**config.mk**
```make
export PLATFORM = sky130hd
export DESIGN_NAME = shift_reg_n_flat
export DESIGN_NICKNAME = d
export VERILOG_FILES = /design/src/rtl/shift_reg_pkg.sv /design/src/rtl/shift_reg_n_if.sv /design/src/rtl/shift_reg_n_shift_op.sv /design/src/rtl/shift_reg_n.sv /design/src/flat_wrapper.sv
export SDC_FILE = /design/constraint.sdc
export NUM_CORES = 1
export LEC_CHECK = 0
export ABC_AREA = 0
export CORE_UTILIZATION = 52
export DETAILED_ROUTE_END_ITERATION = 6
export PLACE_DENSITY = 0.82
export SYNTH_ARGS = -nofsm -noshare
export SYNTH_HDL_FRONTEND = slang
export SYNTH_HIERARCHICAL = 1
export SYNTH_SLANG_ARGS = --single-unit
```
**constraint.sdc**
```tcl
create_clock -name clk -period 3.3 [get_ports clk]
set_input_delay 0.33 -clock clk [delete_from_list [all_inputs] [get_ports clk]]
set_output_delay 0.33 -clock clk [all_outputs]
set_load 0.05 [all_outputs]
```
**src/rtl/shift_reg_pkg.sv**
```systemverilog
// Shared encodings for the universal shift register: operation modes, burst FSM
// states, and a helper that identifies the operations a burst may run.
package shift_reg_pkg;

   typedef enum logic [2:0] {
      MODE_HOLD = 3'b000,
      MODE_LOAD = 3'b001,
      MODE_SHL  = 3'b010,
      MODE_SHR  = 3'b011,
      MODE_ROL  = 3'b100,
      MODE_ROR  = 3'b101,
      MODE_ASR  = 3'b110,
      MODE_ZERO = 3'b111
   } mode_t;

   typedef enum logic [1:0] {
      ST_IDLE = 2'b00,
      ST_RUN  = 2'b01,
      ST_DONE = 2'b10
   } state_t;

   // Shifts and rotates eject a bit and are the only ops a burst may repeat.
   function automatic logic is_shift_op(mode_t op);
      return (op == MODE_SHL) || (op == MODE_SHR) || (op == MODE_ROL) ||
             (op == MODE_ROR) || (op == MODE_ASR);
   endfunction

endpackage

```
**src/rtl/shift_reg_n_if.sv**
```systemverilog
// Control/data bundle of the shift register; master drives the controls,
// slave (the register) drives the word and burst status.
interface shift_reg_n_if #(
   parameter int WIDTH = 8,
   parameter int CNT_W = 4
);
   import shift_reg_pkg::*;

   logic             en;
   mode_t            mode;
   logic [WIDTH-1:0] d;
   logic             sin;
   logic             start;
   logic [CNT_W-1:0] cnt;
   logic [WIDTH-1:0] q;
   logic [WIDTH-1:0] qb;
   logic             sout;
   logic             busy;
   logic             done;

   modport master (
      output en, mode, d, sin, start, cnt,
      input  q, qb, sout, busy, done
   );

   modport slave (
      input  en, mode, d, sin, start, cnt,
      output q, qb, sout, busy, done
   );

endinterface

```
**src/rtl/shift_reg_n_shift_op.sv**
```systemverilog
// Combinational shift/rotate unit shared by the manual and burst paths.
// Non-shift ops pass q through and report a zero ejected bit.
module shift_op
   import shift_reg_pkg::*;
#(
   parameter int WIDTH = 8
) (
   input  logic [WIDTH-1:0] q,
   input  logic             sin,
   input  mode_t            op,
   output logic [WIDTH-1:0] q_next,
   output logic             eject
);

   always_comb begin
      q_next = q;
      eject  = 1'b0;
      case (op)
         MODE_SHL: begin
            q_next = {q[WIDTH-2:0], sin};
            eject  = q[WIDTH-1];
         end
         MODE_SHR: begin
            q_next = {sin, q[WIDTH-1:1]};
            eject  = q[0];
         end
         MODE_ROL: begin
            q_next = {q[WIDTH-2:0], q[WIDTH-1]};
            eject  = q[WIDTH-1];
         end
         MODE_ROR: begin
            q_next = {q[0], q[WIDTH-1:1]};
            eject  = q[0];
         end
         MODE_ASR: begin
            q_next = {q[WIDTH-1], q[WIDTH-1:1]};
            eject  = q[0];
         end
         default: begin
            q_next = q;
            eject  = 1'b0;
         end
      endcase
   end

endmodule

```
**src/rtl/shift_reg_n.sv**
```systemverilog
// Universal WIDTH-bit shift register with manual ops and a counted auto-shift
// burst sequencer (IDLE -> RUN -> DONE) reporting busy and a one-cycle done.
module shift_reg_n
   import shift_reg_pkg::*;
#(
   parameter int               WIDTH     = 8,
   parameter int               CNT_W     = 4,
   parameter logic [WIDTH-1:0] RESET_VAL = '0
) (
   input logic        clk,
   input logic        clear,
   shift_reg_n_if.slave bus
);

   state_t           state, state_nx;
   logic [WIDTH-1:0] q_r, q_nx;
   logic             sout_r, sout_nx;
   logic [CNT_W-1:0] rem_r, rem_nx;
   mode_t            op_r, op_nx;
   mode_t            active_op;
   logic [WIDTH-1:0] sh_q;
   logic             sh_bit;

   // During a burst the latched op drives the shifter; otherwise the live mode.
   assign active_op = (state == ST_RUN) ? op_r : bus.mode;

   shift_op #(.WIDTH(WIDTH)) u_shift_op (
      .q      (q_r),
      .sin    (bus.sin),
      .op     (active_op),
      .q_next (sh_q),
      .eject  (sh_bit)
   );

   always_comb begin
      state_nx = state;
      q_nx     = q_r;
      sout_nx  = sout_r;
      rem_nx   = rem_r;
      op_nx    = op_r;
      case (state)
         ST_IDLE: begin
            if (bus.en) begin
               if (bus.start && is_shift_op(bus.mode)) begin
                  op_nx    = bus.mode;
                  rem_nx   = bus.cnt;
                  state_nx = (bus.cnt != '0) ? ST_RUN : ST_DONE;
               end else begin
                  case (bus.mode)
                     MODE_HOLD: q_nx = q_r;
                     MODE_LOAD: q_nx = bus.d;
                     MODE_ZERO: q_nx = '0;
                     default: begin
                        q_nx    = sh_q;
                        sout_nx = sh_bit;
                     end
                  endcase
               end
            end
         end
         ST_RUN: begin
            if (bus.en) begin
               q_nx    = sh_q;
               sout_nx = sh_bit;
               rem_nx  = rem_r - CNT_W'(1);
               if (rem_r == CNT_W'(1)) begin
                  state_nx = ST_DONE;
               end
            end
         end
         ST_DONE: begin
            state_nx = ST_IDLE;
         end
         default: begin
            state_nx = ST_IDLE;
         end
      endcase
   end

   // Clear wins over enable and abandons any burst without a done pulse.
   always_ff @(posedge clk) begin
      if (clear) begin
         state  <= ST_IDLE;
         q_r    <= RESET_VAL;
         sout_r <= 1'b0;
         rem_r  <= '0;
         op_r   <= MODE_HOLD;
      end else begin
         state  <= state_nx;
         q_r    <= q_nx;
         sout_r <= sout_nx;
         rem_r  <= rem_nx;
         op_r   <= op_nx;
      end
   end

   assign bus.q    = q_r;
   assign bus.qb   = ~q_r;
   assign bus.sout = sout_r;
   assign bus.busy = (state == ST_RUN);
   assign bus.done = (state == ST_DONE);

endmodule

```
**src/flat_wrapper.sv**
```systemverilog
// flat-port wrapper written by rule: the top's interface ports become plain ports
module shift_reg_n_flat import shift_reg_pkg::*;
#(
   parameter int               WIDTH     = 8,
   parameter int               CNT_W     = 4,
   parameter logic [WIDTH-1:0] RESET_VAL = '0
)
  (clk, clear, bus_en, bus_mode, bus_d, bus_sin, bus_start, bus_cnt, bus_q, bus_qb, bus_sout, bus_busy, bus_done);
  shift_reg_n_if #(.WIDTH(WIDTH), .CNT_W(CNT_W)) bus_i ();
  input logic clk;
  input logic clear;
  input wire logic [$bits(bus_i.en)-1:0] bus_en;
  input wire logic [$bits(bus_i.mode)-1:0] bus_mode;
  input wire logic [$bits(bus_i.d)-1:0] bus_d;
  input wire logic [$bits(bus_i.sin)-1:0] bus_sin;
  input wire logic [$bits(bus_i.start)-1:0] bus_start;
  input wire logic [$bits(bus_i.cnt)-1:0] bus_cnt;
  output wire logic [$bits(bus_i.q)-1:0] bus_q;
  output wire logic [$bits(bus_i.qb)-1:0] bus_qb;
  output wire logic [$bits(bus_i.sout)-1:0] bus_sout;
  output wire logic [$bits(bus_i.busy)-1:0] bus_busy;
  output wire logic [$bits(bus_i.done)-1:0] bus_done;
  assign bus_i.en = bus_en;
  assign bus_i.mode = bus_mode;
  assign bus_i.d = bus_d;
  assign bus_i.sin = bus_sin;
  assign bus_i.start = bus_start;
  assign bus_i.cnt = bus_cnt;
  assign bus_q = bus_i.q;
  assign bus_qb = bus_i.qb;
  assign bus_sout = bus_i.sout;
  assign bus_busy = bus_i.busy;
  assign bus_done = bus_i.done;
  shift_reg_n #(.WIDTH(WIDTH), .CNT_W(CNT_W), .RESET_VAL(RESET_VAL)) u_core (.clk(clk), .clear(clear), .bus(bus_i));
endmodule
```
==> impl_results.html <==
<table>
<tr><th>Metric</th><th>Value</th></tr>
<tr><th colspan="2">Drt</th></tr>
<tr><td>DRC violations left</td><td>0</td></tr>
<tr><td>Detail-routed net length per standard cell</td><td>16.3 um</td></tr>
<tr><td>Overall via count from detail_route</td><td>1526</td></tr>
<tr><td>Post-detailed-route via-to-cell ratio</td><td>approximately 6.4</td></tr>
<tr><td>Drt initial violations</td><td>between 80 and 90</td></tr>
<tr><td>Post-route antenna net violation count</td><td>0</td></tr>
<tr><td>Sum of routed wire length over all layers</td><td>a little under 4000 um</td></tr>
<tr><td>Router iterations before antenna repair</td><td>4</td></tr>
<tr><th colspan="2">Placement</th></tr>
<tr><td>HPWL after detailed placement</td><td>2820 um</td></tr>
<tr><td>Buffers on Ports</td><td>38</td></tr>
<tr><td>Placer Congestion</td><td>0.848</td></tr>
<tr><th colspan="2">Power and ir drop</th></tr>
<tr><td>Sw frac</td><td>0.402</td></tr>
<tr><td>Clock network power share</td><td>0.204</td></tr>
<tr><td>Combinational cell fraction of total power</td><td>0.427</td></tr>
<tr><td>Pwr/cell area</td><td>roughly 380 nW/um^2</td></tr>
<tr><td>Overall power consumption</td><td>0.696 mW</td></tr>
<tr><td>Part of the power in registers</td><td>0.369</td></tr>
<tr><td>Pint</td><td>0.416 mW</td></tr>
<tr><td>Leakage power figure</td><td>0.638 nW</td></tr>
<tr><td>Highest ir drop seen on vdd</td><td>between 200 and 300 uV</td></tr>
<tr><td>Switching power</td><td>0.279 mW</td></tr>
<tr><th colspan="2">Clock tree</th></tr>
<tr><td>Cts bufs inserted</td><td>3</td></tr>
<tr><td>Hold-fix buffer count after cts</td><td>0</td></tr>
<tr><td>Clock tree from TritonCTS</td><td>built</td></tr>
<tr><td>Clock-pin slew of the registers on the worst-case setup and hold paths</td><td>0.11 ns</td></tr>
<tr><td>Clock tree buffer depth</td><td>2</td></tr>
<tr><td>Clock Sinks</td><td>18</td></tr>
<tr><td>Clk Latency, worst-skew pair</td><td>0.30 ns</td></tr>
<tr><td>Buffer type at the clock tree root</td><td>sky130_fd_sc_hd__clkbuf_4</td></tr>
<tr><td>Total of cells resized after clock tree synthesis</td><td>0</td></tr>
<tr><td>Number of H-tree branching levels</td><td>1</td></tr>
<tr><td>Post-CTS Setup Bufs</td><td>0</td></tr>
<tr><th colspan="2">STA</th></tr>
<tr><td>Fin. Hold Viols</td><td>0</td></tr>
<tr><td>Final period demand of the worst path</td><td>2.72 ns</td></tr>
<tr><td>Total of endpoints with negative setup slack in the final report</td><td>0</td></tr>
<tr><td>RSZ-0062 raised after global routing</td><td>no</td></tr>
<tr><td>Fin Setup TNS</td><td>0 ns</td></tr>
<tr><td>Worst hold margin</td><td>between 0.4 and 0.5 ns</td></tr>
<tr><td>Slew margin rel.</td><td>0.397</td></tr>
<tr><td>Fin. max-slew vios</td><td>0</td></tr>
<tr><td>Slew of the pin with the lowest slew margin</td><td>0.902 ns</td></tr>
<tr><td>Setup clock skew after layout</td><td>0.00634 ns</td></tr>
<tr><td>Final period util</td><td>0.823</td></tr>
<tr><td>Highest Clock Rate</td><td>~370 MHz</td></tr>
<tr><th colspan="2">Global routing</th></tr>
<tr><td>Tot GR Track Use</td><td>0.270</td></tr>
<tr><td>Final global-route overflow total</td><td>0</td></tr>
<tr><td>First-pass GRT wire length</td><td>5890 um</td></tr>
<tr><td>Maximum number of pins on one net before global-route repair</td><td>22</td></tr>
<tr><td>Initial antenna violation count</td><td>0</td></tr>
<tr><td>Vias in the first global route</td><td>1261</td></tr>
<tr><th colspan="2">Critical path</th></tr>
<tr><td>Startpoint kind of the worst setup timing path</td><td>register</td></tr>
<tr><td>Arrival time of the worst setup path</td><td>2.86 ns</td></tr>
<tr><td>Critical Setup Path Class</td><td>reg -&gt; reg</td></tr>
<tr><td>Worst EP required</td><td>3.45 ns</td></tr>
<tr><td>Critical path endpoint category</td><td>register</td></tr>
<tr><td>Crit path max fanout</td><td>17</td></tr>
<tr><th colspan="2">Finish</th></tr>
<tr><td>Total number of nets in the final design</td><td>233</td></tr>
<tr><td>Synthesis-to-layout area growth</td><td>24.1%</td></tr>
<tr><td>Ant. Diodes</td><td>0</td></tr>
<tr><td>Fraction of final layout cells with drive strength greater than 1</td><td>0.105</td></tr>
<tr><th colspan="2">Yosys</th></tr>
<tr><td>Number of synthesized register bits</td><td>18</td></tr>
<tr><td>Main flop type after synthesis</td><td>sky130_fd_sc_hd__dfxtp_1</td></tr>
<tr><td>EDFF count, synth</td><td>0</td></tr>
<tr><td>Gate Count Post-Synth</td><td>181</td></tr>
<tr><td>Synth Net Count</td><td>203</td></tr>
<tr><td>Portion of the post-synthesis area used by sequential elements</td><td>0.245</td></tr>
<tr><td>Area of the mapped netlist</td><td>1470 um^2</td></tr>
<tr><td>Syn avg cell area</td><td>8.13 um^2</td></tr>
<tr><td>Unique masters post-synth</td><td>49</td></tr>
<tr><td>Post-synthesis async set-or-reset flop share</td><td>0</td></tr>
<tr><td>Count of warnings emitted by yosys</td><td>6</td></tr>
<tr><th colspan="2">Die</th></tr>
<tr><td>Area of the die</td><td>3050 um^2</td></tr>
<tr><td>Initial standard-cell utilization of the core</td><td>0.573</td></tr>
<tr><td>DIE HEIGHT</td><td>about 55 um</td></tr>
<tr><td>Count of pins on the block boundary</td><td>39</td></tr>
<tr><td>Number of core rows</td><td>18</td></tr>
<tr><td>Core Footprint</td><td>between 2000 and 3000 um^2</td></tr>
<tr><td>Horizontal die dimension</td><td>55.2 um</td></tr>
<tr><th colspan="2">Run status</th></tr>
<tr><td>Status</td><td>complete, no violations</td></tr>
<tr><th colspan="2">Hold path</th></tr>
<tr><td>Worst min-delay path class</td><td>reg -&gt; reg</td></tr>
<tr><th colspan="2">Job</th></tr>
<tr><td>Maxcap violations</td><td>0</td></tr>
</table>
==> path summary, 6_finish.rpt <==
check / from / slack (ns) / to / depth (start not counted)
hold reg to reg: u_core/rem_r[3] / 0.49 / u_core/rem_r[3] / 2
hold / removal: u_core/rem_r[3] / 0.49 / u_core/rem_r[3] / 2
setup reg to reg: u_core/state[0] / 0.58 / u_core/bus.q[1] / 9
setup / recovery: u_core/state[0] / 0.58 / u_core/bus.q[1] / 9
==> cells by family after synthesis <==
logic type / count (synthesis) / synth area share
compound gates: 63 / 0.334
simple gates: 57 / 0.211
buf+inv: 29 / 0.108
flops: 18 / 0.245
mux: 10 / 0.0680
xor+xnor: 2 / 0.0170
fa+ha+maj: 2 / 0.0170
==> cell usage in the layout, fill, tap and decap left out, drive strengths merged, types with 4 or more instances in the layout <==
cell type / count
a211oi: 9
nor2: 9
a21oi: 16
nand2b: 8
clkbuf: 4
inv: 16
mux2i: 10
a22oi: 8
a221o: 5
clkdlybuf4s50: 38
dfxtp: 18
nand2: 17
o21ai: 6
==> synth_stat cells, types with 2 or more instances <==
master | count | area share
sky130_fd_sc_hd__clkbuf_1 | 2 | 0.0051
sky130_fd_sc_hd__o21ai_0 | 5 | 0.017
sky130_fd_sc_hd__inv_2 | 2 | 0.0051
sky130_fd_sc_hd__o2111ai_1 | 3 | 0.018
sky130_fd_sc_hd__buf_2 | 4 | 0.014
sky130_fd_sc_hd__nand2b_1 | 8 | 0.034
sky130_fd_sc_hd__a21oi_1 | 16 | 0.054
sky130_fd_sc_hd__inv_1 | 14 | 0.036
sky130_fd_sc_hd__a211oi_2 | 8 | 0.068
sky130_fd_sc_hd__nor4_1 | 2 | 0.0085
sky130_fd_sc_hd__o31ai_1 | 2 | 0.010
sky130_fd_sc_hd__nor2b_1 | 2 | 0.0085
sky130_fd_sc_hd__buf_6 | 5 | 0.038
sky130_fd_sc_hd__o211ai_1 | 3 | 0.015
sky130_fd_sc_hd__nor3b_1 | 2 | 0.010
sky130_fd_sc_hd__a22oi_1 | 8 | 0.041
sky130_fd_sc_hd__dfxtp_1 | 18 | 0.24
sky130_fd_sc_hd__nand2_1 | 17 | 0.043
sky130_fd_sc_hd__nor2_1 | 9 | 0.023
sky130_fd_sc_hd__a211o_1 | 2 | 0.012
sky130_fd_sc_hd__ha_1 | 2 | 0.017
sky130_fd_sc_hd__buf_4 | 2 | 0.010
sky130_fd_sc_hd__mux2i_1 | 10 | 0.068
sky130_fd_sc_hd__nand3_1 | 3 | 0.010
sky130_fd_sc_hd__nand4_1 | 2 | 0.0085
sky130_fd_sc_hd__a221o_1 | 5 | 0.034
sky130_fd_sc_hd__nand3b_1 | 3 | 0.015
==> registers in the layout (all words and copies together), names as in the netlist <==
signal,count
u_core/state,2
u_core/op_r,3
u_core/bus.q,8
u_core/rem_r,4
u_core/bus.sout,1
==> final cells by class <==
class,instances,area [um^2]
clock buffers,4,36.3
fillers,213,741
inverters,16,60.1
multi-input cells,134,952
flip-flops and latches,18,360
well taps,30,37.5
repair buffers,38,380
==> per-layer routing <==
layer,track usage,vias to the layer above,wire length (um),part of all wire
li1,-,725,-,-
met1,0.334,717,1640,0.42
met2,0.456,78,1930,0.49
met3,0.0410,6,294,0.075
met4,0.125,0,52,0.013
met5,0,-,0,0
==> stage by stage <==
step	util	instance area [um^2]	instances	setup WS, ns
5_1_grt	0.712	1830	240	0.410
3_3_place_gp	0.697	1790	236	0.797
6_report	0.712	1830	240	0.585
3_5_place_dp	0.697	1790	236	0.648
4_1_cts	0.712	1830	240	0.636
2_1_floorplan	-	1470	181	0.943
==> worst max-delay path, cell delays in order, from the launching register on <==
cell and delay [ns]:
sky130_fd_sc_hd__dfxtp_1 0.53, sky130_fd_sc_hd__nand2b_1 0.29, sky130_fd_sc_hd__inv_2 0.25, sky130_fd_sc_hd__nand2_1 0.07
sky130_fd_sc_hd__nand2_1 0.49, sky130_fd_sc_hd__mux2i_1 0.26, sky130_fd_sc_hd__nor2_1 0.06, sky130_fd_sc_hd__a221o_1 0.27
sky130_fd_sc_hd__a22oi_1 0.22, sky130_fd_sc_hd__a211oi_2 0.11
==> power by group through the flow <==
stage          Sequential, mW  Combinational, mW  Clock [mW]
3_3_place_gp            0.260              0.289           0
5_1_grt                 0.260              0.316       0.152
6_report                0.257              0.297       0.142
4_1_cts                 0.256              0.295       0.144
3_5_place_dp            0.261              0.293           0
2_1_floorplan           0.287              0.186           0
No activity file was read; power rests on OpenSTA's default activity.
